--- src/rtl/uart_tx_serializer.sv ---
// -----------------------------------------------------------------------------
// uart_tx_serializer
//
// Purpose:
//   UART transmitter. It accepts one payload word through a valid/ready
//   handshake and sends it as one asynchronous frame: a start bit, the data
//   bits LSB first, an optional parity bit, and one or two stop bits. Every
//   bit boundary lines up with the external baud_tick strobe. The cycle that
//   accepts the word is never used as a bit boundary.
//
// Parameters:
//   DATA_BITS  payload width, 5..8
//   PARITY     0 = none, 1 = odd, 2 = even
//   STOP_BITS  number of stop bits, 1 or 2
//
// Ports:
//   clk        sole clock; all state changes on its rising edge
//   rst        synchronous, active-high reset; overrides every other input
//   baud_tick  one-clk strobe, one per bit period
//   tx_data    word to send; sampled only when it is accepted
//   tx_valid   tx_data is valid
//   tx_ready   block can accept a word (decoded from registered state)
//   txd        serial line, idle high (registered)
//   tx_busy    frame in progress, always equal to ~tx_ready
//   tx_done    one-clk pulse on the edge that returns the FSM to IDLE
// -----------------------------------------------------------------------------
module uart_tx_serializer #(
    parameter int unsigned DATA_BITS = 8,
    parameter int unsigned PARITY    = 0,
    parameter int unsigned STOP_BITS = 1
) (
    input  logic                 clk,
    input  logic                 rst,
    input  logic                 baud_tick,
    input  logic [DATA_BITS-1:0] tx_data,
    input  logic                 tx_valid,
    output logic                 tx_ready,
    output logic                 txd,
    output logic                 tx_busy,
    output logic                 tx_done
);

    localparam int unsigned CNT_W     = (DATA_BITS > 1) ? $clog2(DATA_BITS) : 1;
    localparam logic        PAR_EN    = (PARITY != 0);
    localparam logic        PAR_ODD   = (PARITY == 1);
    localparam logic [CNT_W-1:0] LAST_BIT  = CNT_W'(DATA_BITS - 1);
    localparam logic             LAST_STOP = 1'(STOP_BITS - 1);

    typedef enum logic [2:0] {
        IDLE,
        WAIT,
        START,
        DATA,
        PAR,
        STOP
    } state_t;

    state_t               state_q, state_d;
    logic [DATA_BITS-1:0] shift_q, shift_d;
    logic                 par_q, par_d;
    logic [CNT_W-1:0]     bit_cnt_q, bit_cnt_d;
    logic                 stop_cnt_q, stop_cnt_d;
    logic                 txd_q, txd_d;
    logic                 done_q, done_d;

    // Next-state and next-output logic. Every registered output is computed
    // here and captured in the state register process. No input reaches an
    // output port without first passing through a flop.
    always_comb begin
        state_d    = state_q;
        shift_d    = shift_q;
        par_d      = par_q;
        bit_cnt_d  = bit_cnt_q;
        stop_cnt_d = stop_cnt_q;
        txd_d      = txd_q;
        done_d     = 1'b0;

        unique case (state_q)
            IDLE: begin
                // A baud_tick while idle has no effect. Only the handshake
                // moves the FSM out of IDLE.
                txd_d = 1'b1;
                if (tx_valid) begin
                    state_d    = WAIT;
                    shift_d    = tx_data;
                    // Parity is taken from the word at acceptance, because
                    // the shift register is consumed while the bits go out.
                    par_d      = (^tx_data) ^ PAR_ODD;
                    bit_cnt_d  = '0;
                    stop_cnt_d = 1'b0;
                end
            end

            WAIT: begin
                // The line stays high until the first baud_tick, so the
                // start bit is a full bit period long.
                if (baud_tick) begin
                    state_d = START;
                    txd_d   = 1'b0;
                end
            end

            START: begin
                if (baud_tick) begin
                    state_d   = DATA;
                    txd_d     = shift_q[0];
                    shift_d   = {1'b0, shift_q[DATA_BITS-1:1]};
                    bit_cnt_d = '0;
                end
            end

            DATA: begin
                // bit_cnt_q gives the index of the data bit now on txd.
                if (baud_tick) begin
                    if (bit_cnt_q == LAST_BIT) begin
                        if (PAR_EN) begin
                            state_d = PAR;
                            txd_d   = par_q;
                        end else begin
                            state_d    = STOP;
                            txd_d      = 1'b1;
                            stop_cnt_d = 1'b0;
                        end
                    end else begin
                        bit_cnt_d = bit_cnt_q + CNT_W'(1);
                        txd_d     = shift_q[0];
                        shift_d   = {1'b0, shift_q[DATA_BITS-1:1]};
                    end
                end
            end

            PAR: begin
                if (baud_tick) begin
                    state_d    = STOP;
                    txd_d      = 1'b1;
                    stop_cnt_d = 1'b0;
                end
            end

            STOP: begin
                // stop_cnt_q gives the index of the stop period now running.
                if (baud_tick) begin
                    if (stop_cnt_q == LAST_STOP) begin
                        state_d = IDLE;
                        done_d  = 1'b1;
                    end else begin
                        stop_cnt_d = 1'b1;
                    end
                end
            end

            default: begin
                state_d = IDLE;
                txd_d   = 1'b1;
            end
        endcase
    end

    always_ff @(posedge clk) begin
        if (rst) begin
            state_q    <= IDLE;
            shift_q    <= '0;
            par_q      <= 1'b0;
            bit_cnt_q  <= '0;
            stop_cnt_q <= 1'b0;
            txd_q      <= 1'b1;
            done_q     <= 1'b0;
        end else begin
            state_q    <= state_d;
            shift_q    <= shift_d;
            par_q      <= par_d;
            bit_cnt_q  <= bit_cnt_d;
            stop_cnt_q <= stop_cnt_d;
            txd_q      <= txd_d;
            done_q     <= done_d;
        end
    end

    assign tx_ready = (state_q == IDLE);
    assign tx_busy  = ~tx_ready;
    assign txd      = txd_q;
    assign tx_done  = done_q;

endmodule

--- config.mk ---
export PLATFORM = sky130hd
export DESIGN_NAME = uart_tx_serializer
export DESIGN_NICKNAME = d
export VERILOG_FILES = /design/src/rtl/uart_tx_serializer.sv
export SDC_FILE = /design/constraint.sdc
export NUM_CORES = 1
export LEC_CHECK = 0
export CORE_MARGIN = 2
export CORE_UTILIZATION = 38
export DETAILED_ROUTE_END_ITERATION = 8
export HOLD_SLACK_MARGIN = 0.08
export MAX_ROUTING_LAYER = met4
export SYNTH_ARGS = -nofsm -noshare
export SYNTH_HDL_FRONTEND = slang
export SYNTH_SLANG_ARGS = --single-unit
--- constraint.sdc ---
create_clock -name clk -period 2.4 [get_ports clk]
set_clock_uncertainty 0.1 [all_clocks]
set_input_delay 0.72 -clock clk [delete_from_list [all_inputs] [get_ports clk]]
set_output_delay 0.72 -clock clk [all_outputs]
set_load 0.02 [all_outputs]
After elaboration in Yosys (flattened, before gate mapping)
Cells that the tools add are included.
{"block": "word_totals", "wordCells": 65, "output_inout_bits": 4, "ff_bits": 17}
{"block": "classes", "muxes": 32, "n_reduce_logical": 8, "n_eq_ne": 15, "bitwise_logic": 3, "n_addsub": 1}
{"op": "two-way mux 3 bit", "count": 12}
{"op": "two-way mux 8 bit", "count": 4}
{"op": "one-hot mux 8 bit (3 select lines)", "count": 1}
{"op": "inequality test 2 bit, second input constant", "count": 9}
{"op": "one-hot mux 3 bit (6 select lines)", "count": 1}
{"op": "two-way mux 1 bit", "count": 11}
{"op": "AND reduction 5 bit", "count": 2}
{"op": "== test 3 bit, second input constant", "count": 3}
{"op": "one-hot mux 3 bit (3 select lines)", "count": 1}
{"op": "AND reduction 8 bit", "count": 1}
{"op": "== test 3 x 2 -> 1 bit, second input constant", "count": 2}
{"op": "AND reduction 6 bit", "count": 1}
{"op": "one-hot mux 1 bit (5 select lines)", "count": 1}
{"op": "one-hot mux 1 bit (4 select lines)", "count": 1}
{"op": "nonzero test 4 bit", "count": 1}
{"op": "adder 3 x 1 -> 3 bit, second input constant", "count": 1}
{"op": "== test 3 x 1 -> 1 bit, second input constant", "count": 1}
{"op": "logical NOT 3 bit", "count": 1}
{"op": "inverter 1 bit", "count": 3}
{"op": "nonzero test 3 bit", "count": 1}
{"op": "OR reduction 3 bit", "count": 1}

Longest topological paths before layout
Gate-level depths: netlist of the first run.
{"block": "logic_depth", "ltp_word": 4, "mapped_depth": 8, "ltp_nobuf": 6}

Worst setup path before layout of the first run
OpenSTA, ideal clock, no wires.
{"block": "synth_path", "path_type": "flip-flop to output port", "from": "register state_q[2]", "to": "output port tx_busy", "arrival_time_ns": 1.374, "stages_incl_launch_ff": 4, "required_ns": 1.580, "setup_slack_ns": 0.206, "cell_sequence": "dfxtp_1 -> clkbuf_1 -> nor3_1 -> inv_1"}
{"block": "synth_between", "elab_chain_cells": 2}
{"item": "start: declaration", "line": "58", "rtl": "state_t state_q, state_d;"}
{"item": "start signal: assignment", "line": "169", "rtl": "state_q <= state_d;"}
{"item": "logical NOT 3 bit"}
{"item": "named net tx_ready", "line": "37", "rtl": "output logic tx_ready,"}
{"item": "inverter 1 bit", "line": "180", "rtl": "assign tx_busy = ~tx_ready;"}
{"item": "end: declaration", "line": "39", "rtl": "output logic tx_busy,"}
The timed path passes the listed nets, and every way through them passes these cells.

Final worst setup path of the first run
{"block": "layout_path", "from": "register state_q[2]", "to": "output port tx_busy"}
{"block": "layout_between", "elab_chain_cells": 2}
{"item": "logical NOT 3 bit"}
{"item": "inverter 1 bit", "line": "180"}
No other way between the ends.

==> metrics, run 1 <==
R2R depth 7; vias in the first global route 668; Final Total Pwr 751 uW; vias per inst 5.39; # setup viols final 0; H-tree depth 1; #FFs+latches synth 16; Die X ~52 um; initial antenna violation count 0; Ys Warns 0; Post-synth top cells 16 x a21oi_1, 16 x dfxtp_1, 13 x o21ai_0, 9 x mux2i_1, 8 x or3_1; Cell Area, Synth 886 um2; Post-DRT Antenna Nets 0; Final Max Tran Viols 0; cell taking the most area after synthesis dfxtp_1; syn_area_per_cell 8.44 um2; arrival time at the worst endpoint ~1.4 ns; setup tns final 0 ns; Hold Path Cell Cnt 2; DRC 0; CP Capture Type primary output; crit path kind reg2out; fillcell total between 200 and 250; port bufs 15; CP cell instances nor3_2 > inv_1 > clkdlybuf4s50_1; Reg clk slew, reported paths 0.10 ns; Placer Congestion 0.753; # IOs 16; CP delay by family, top buffers and inverters; syn_nets roughly 120; hold crit path type reg2reg; Diodes inserted 0; Area contributors post-synth dfxtp_1 36%, mux2i_1 10%, a21oi_1 9.0%, o21ai_0 7.3%, or3_1 5.6%; Worst path max stage delay about 0.53 ns; area of the multi-input gates 500 um2; Vias 797; Clock Sinks 16; Synth top area share around 36%; sequential standard cell area 320 um2; Place WS between 0.1 and 0.15 ns; final setup margin 0.155 ns; startpoint types register; first-pass GRT wire length 2970 um; CTS Hold Bufs 0; worst r2r src bit_cnt_q[0]$_SDFFE_PP0P_; total grt overflow 0; post-synthesis async set-or-reset flop share 0%; Seq/Total Area, Yosys a little over a third; core area 2210 um2; Nets 135; largest net degree at the start of global routing 34; peak supply drop 0.429 mV; Max clock buf depth 2; post-CTS setup buffers 0; number of synthesized flops with an enable pin 0; Max-Cap Viols 0; ys flop type dfxtp_1; RSZ-0062 raised after global routing no; P&R area growth vs syn 24.3%; drt wl/cell 12.1 um; Slew headroom 71.4%; Slew @ Worst Pin 0.419 ns; static leakage 0.453 nW; cells after synthesis ~110; Num CTS Buffers 3; DR iter-0 viols 10; Final Cycle Share 93.5%; hold path startpoint shift_q[4]$_SDFFE_PP0P_; result of the run complete, no violations; CTS resizes 1; Worst R2R Setup Slack ~0.51 ns; Hold Violations, Final 0; CP max-delay cell clkdlybuf4s50_1; WL final about 1800 um; min cycle time layout 2.24 ns; DPL Wire Length 1180 um; Die ar. between 2000 and 3000 um2; CTS tree done; fmax 446 MHz; Max Fanout on Critical Path 3; TritonRoute pass-1 iters 4; RR Endpoint shift_q[6]$_SDFFE_PP0P_; buffers and inverters on the worst path 2; root buf cell clkbuf_4; share of layout cells above drive strength 1 11.7%; chip height 52.3 um; Pwr Density 682 nW/um2; WHS Endpoint shift_q[4]$_SDFFE_PP0P_; clk_lat worst skew around 0.29 ns; Row Count 17; Starting Density 40.0%; distinct cell type count after synthesis 28; Total GRT Usage between 10% and 20%; worst path required time 1.58 ns
==> per-stage QoR <==
| stage | std cells | util (%) | cell area (um2) | hold slack (ns) |
|---|---|---|---|---|
| floorplan | 105 | - | 886 | 0.344 |
| global placement | 144 | 48.0 | 1060 | 0.358 |
| detailed placement | 144 | 48.0 | 1060 | 0.368 |
| CTS | 148 | 49.5 | 1100 | 0.381 |
| global route | 148 | 49.8 | 1100 | 0.414 |
| finish | 148 | 49.8 | 1100 | 0.378 |
==> registers in the layout, summed over array words and instances, names as in the netlist <==
name and cells:
txd 1, shift_q 8, state_q 3, bit_cnt_q 3
tx_done 1
==> cells by family (layout without fill, tap and decap cells) <==
kind of cell | Yosys count | after routing | share of synthesized area (%)
and+or+nand+nor | 31 | 31 | 20.9
muxes | 9 | 9 | 10.2
DFF | 16 | 16 | 36.2
buffers and inverters | 13 | 28 | 7.91
AOI/OAI and AO/OA | 34 | 34 | 22.0
adders and majority gates | 2 | 2 | 2.82
==> worst reg2reg max path, delay by kind of cell (launching register included) <==
kind / cells / cell delay [ns]
flops: 1 / 0.33
simple gates: 2 / 0.47
fa+ha+maj: 2 / 0.43
buf+inv: 1 / 0.21
compound gates: 2 / 0.30
==> cell usage in the layout, fill, tap and decap left out, types with 3 or more instances in the layout <==
master            n
a21oi_1          16
buf_4             7
clkbuf_4          3
clkdlybuf4s50_1  14
dfxtp_1          16
mux2i_1           9
nand2_1           3
nor2_1            5
nor3_1            3
o21ai_0          13
or3_1             8
==> worst max-delay path by stage <==
stage	start	endpoint	slack (ns)	depth (start not counted)
2_1_floorplan	state_q[2]$_SDFFE_PP0P_	tx_busy	0.21	3
3_3_place_gp	baud_tick	shift_q[0]$_SDFFE_PP0P_	0.19	5
3_5_place_dp	baud_tick	shift_q[3]$_SDFFE_PP0P_	0.15	5
4_1_cts	state_q[2]$_SDFFE_PP0P_	tx_busy	0.05	3
5_1_grt	state_q[2]$_SDFFE_PP0P_	tx_busy	0.06	3
6_report	state_q[2]$_SDFFE_PP0P_	tx_busy	0.16	3
==> final cells by class <==
cell class / count / area share, %
sequential: 16 / 29.1
multi-input combinational: 76 / 45.5
timing repair buffer: 22 / 18.3
inverter: 2 / 0.682
tap: 28 / 3.18
clock buffer: 4 / 3.30
==> power by group <==
group          total (mW)  leakage, nW  switching (mW)  internal (mW)
clock network       0.181       0.0210          0.0888         0.0924
logic               0.261        0.301           0.142          0.119
registers           0.308        0.131          0.0139          0.294
total               0.751        0.453           0.245          0.506
==> per-layer routing <==
layer,global-route usage [%],part of all wire (%),vias to the layer above
li1,-,-,410
met1,20.6,51,363
met2,21.3,43,19
met3,2.57,4.2,5
met4,7.69,2.4,0
met5,-,0,-
Note: power is estimated with default switching activity, not from simulation.
==> run 2, diff against run 1 <==
- clock period: 2.4 -> 2.2 ns (I/O delays scaled with it)
==> run 2 against run 1 <==
Net effect: cell area is 0.11% lower; sequential power rose by 9.1%; largest cell class unchanged; setup slack improved by 0.052 ns; critical endpoint is now txd; register-to-register slack got worse by 0.20 ns; total power increased by 8.5%.
==> metrics, run 2 (synthesis gave the netlist of run 1 again) <==
fillcell total 221; P_sw 267 uW; Int Power 547 uW; CTS tree done; Die X 52.3 um; Max Fanout on Critical Path 2; vias in the first global route 668; arrival time at the worst endpoint 1.23 ns; Starting Density 40.0%; Post-Layout Cell Count 148; Pwr Density around 740 nW/um2; TritonRoute pass-1 iters 4; buffers and inverters on the worst path 1; CP cell instances clkdlybuf4s50_1; worst path required time 1.44 ns; result of the run complete, no violations; Final Total Pwr 814 uW; RSZ-0062 raised after global routing no; switching share of power 32.8%; Vias between 700 and 800; Max-Cap Viols 0; DRC 0; Final Cycle Share between 90% and 100%; H-tree depth 1; # setup viols final 0; share of layout cells above drive strength 1 11.7%; peak supply drop ~0.47 mV; final core utilization 49.7%; startpoint types register; Hold Violations, Final 0; Placer Congestion between 0.7 and 0.8; Clock Sinks 16; Die ar. 2730 um2; Reg with most FFs shift_q; static leakage 0.454 nW; WL final 1790 um; area of the multi-input gates 500 um2; Diodes inserted 0; most frequent cells in the layout 16 x a21oi_1, 16 x dfxtp_1, 13 x o21ai_0, 13 x clkdlybuf4s50_1, 9 x mux2i_1; CP max-delay cell clkdlybuf4s50_1; DPL Wire Length 1180 um; Post-DRT Antenna Nets 0; Top Registers shift_q: 8 flops, bit_cnt_q: 3 flops, state_q: 3 flops; CP delay by family, top buffers and inverters; vias per inst 5.37; CP Capture Type primary output; hold crit path type reg2reg; max FFs per register 8; Reg clk slew, reported paths approximately 0.10 ns; DR iter-0 viols 10; chip height ~52 um; Nets 135; initial antenna violation count 0; sequential standard cell area about 320 um2; total grt overflow 0; Row Count 17; placed instance count between 100 and 150; Worst path max stage delay between 0.6 and 0.7 ns; largest net degree at the start of global routing 34; crit path kind reg2out; core area 2210 um2; root buf cell clkbuf_4; min cycle time layout 1.99 ns; post-CTS setup buffers 0; Slew headroom 71.4%; Total GRT Usage 15.1%; sequential power share 41.3%; first-pass GRT wire length 2970 um; Max clock buf depth 2; P&R area growth vs syn 24.2%; logic gate share of total power 34.4%; Slew @ Worst Pin 0.419 ns; drt wl/cell 12.1 um; setup tns final 0 ns; Final Max Tran Viols 0; Num CTS Buffers 3; clk_lat worst skew ~0.29 ns; clock share of power 24.3%; port bufs 15; # IOs 16; fmax ~500 MHz
[run 2: changes by cell type in the layout (fill, tap and decap cells not counted)]
cell             previous run  this run
clkdlybuf4s50_1            14        13
dlygate4sd2_1               1         2
[run 2: layout make-up]
cell class,instances,area share [%]
inverters,2,0.683
flip-flops and latches,16,29.1
well taps,28,3.19
repair buffers,22,18.2
multi-input cells,76,45.5
clock buffers,4,3.30
[run 2: metrics by stage]
step / area [um2] / hold slack (ns) / setup slack [ns]
after floorplan: 886 / 0.344 / 0.0663
after global placement: 1060 / 0.358 / 0.0467
after detailed placement: 1060 / 0.368 / 0.00794
after CTS: 1100 / 0.381 / 0.193
after global routing: 1100 / 0.414 / 0.143
final: 1100 / 0.378 / 0.207
[run 2: timing repair]
action                     4_1_cts  5_1_grt
resized for setup                3        0
setup endpoints to repair        2        0
hold buffers                     0        0
[run 2: worst paths after layout]
check,startpoint,to,slack (ns),cells after the start
hold reg to reg,shift_q[4]$_SDFFE_PP0P_,shift_q[4]$_SDFFE_PP0P_,0.38,2
setup / recovery,txd$_SDFFE_PP1P_,txd,0.21,1
hold / removal,shift_q[4]$_SDFFE_PP0P_,shift_q[4]$_SDFFE_PP0P_,0.38,2
setup reg to reg,bit_cnt_q[0]$_SDFFE_PP0P_,shift_q[6]$_SDFFE_PP0P_,0.31,7
[run 2: metal layers]
| layer | vias to the layer above | wire, um | global-route usage (%) |
|---|---|---|---|
| met1 | 361 | 903 | 20.8 |
| met3 | 5 | 75 | 2.57 |
| met4 | 0 | 42 | 7.69 |
| li1 | 410 | - | - |
| met5 | - | 0 | - |
| met2 | 19 | 767 | 21.3 |
[run 2: power groups by stage]
stage,clock (mW),sequential (mW),combinational (mW)
final,0.198,0.336,0.280
after global routing,0.215,0.341,0.311
after CTS,0.205,0.336,0.283
after detailed placement,0,0.341,0.290
after global placement,0,0.342,0.281
after floorplan,0,0.348,0.199
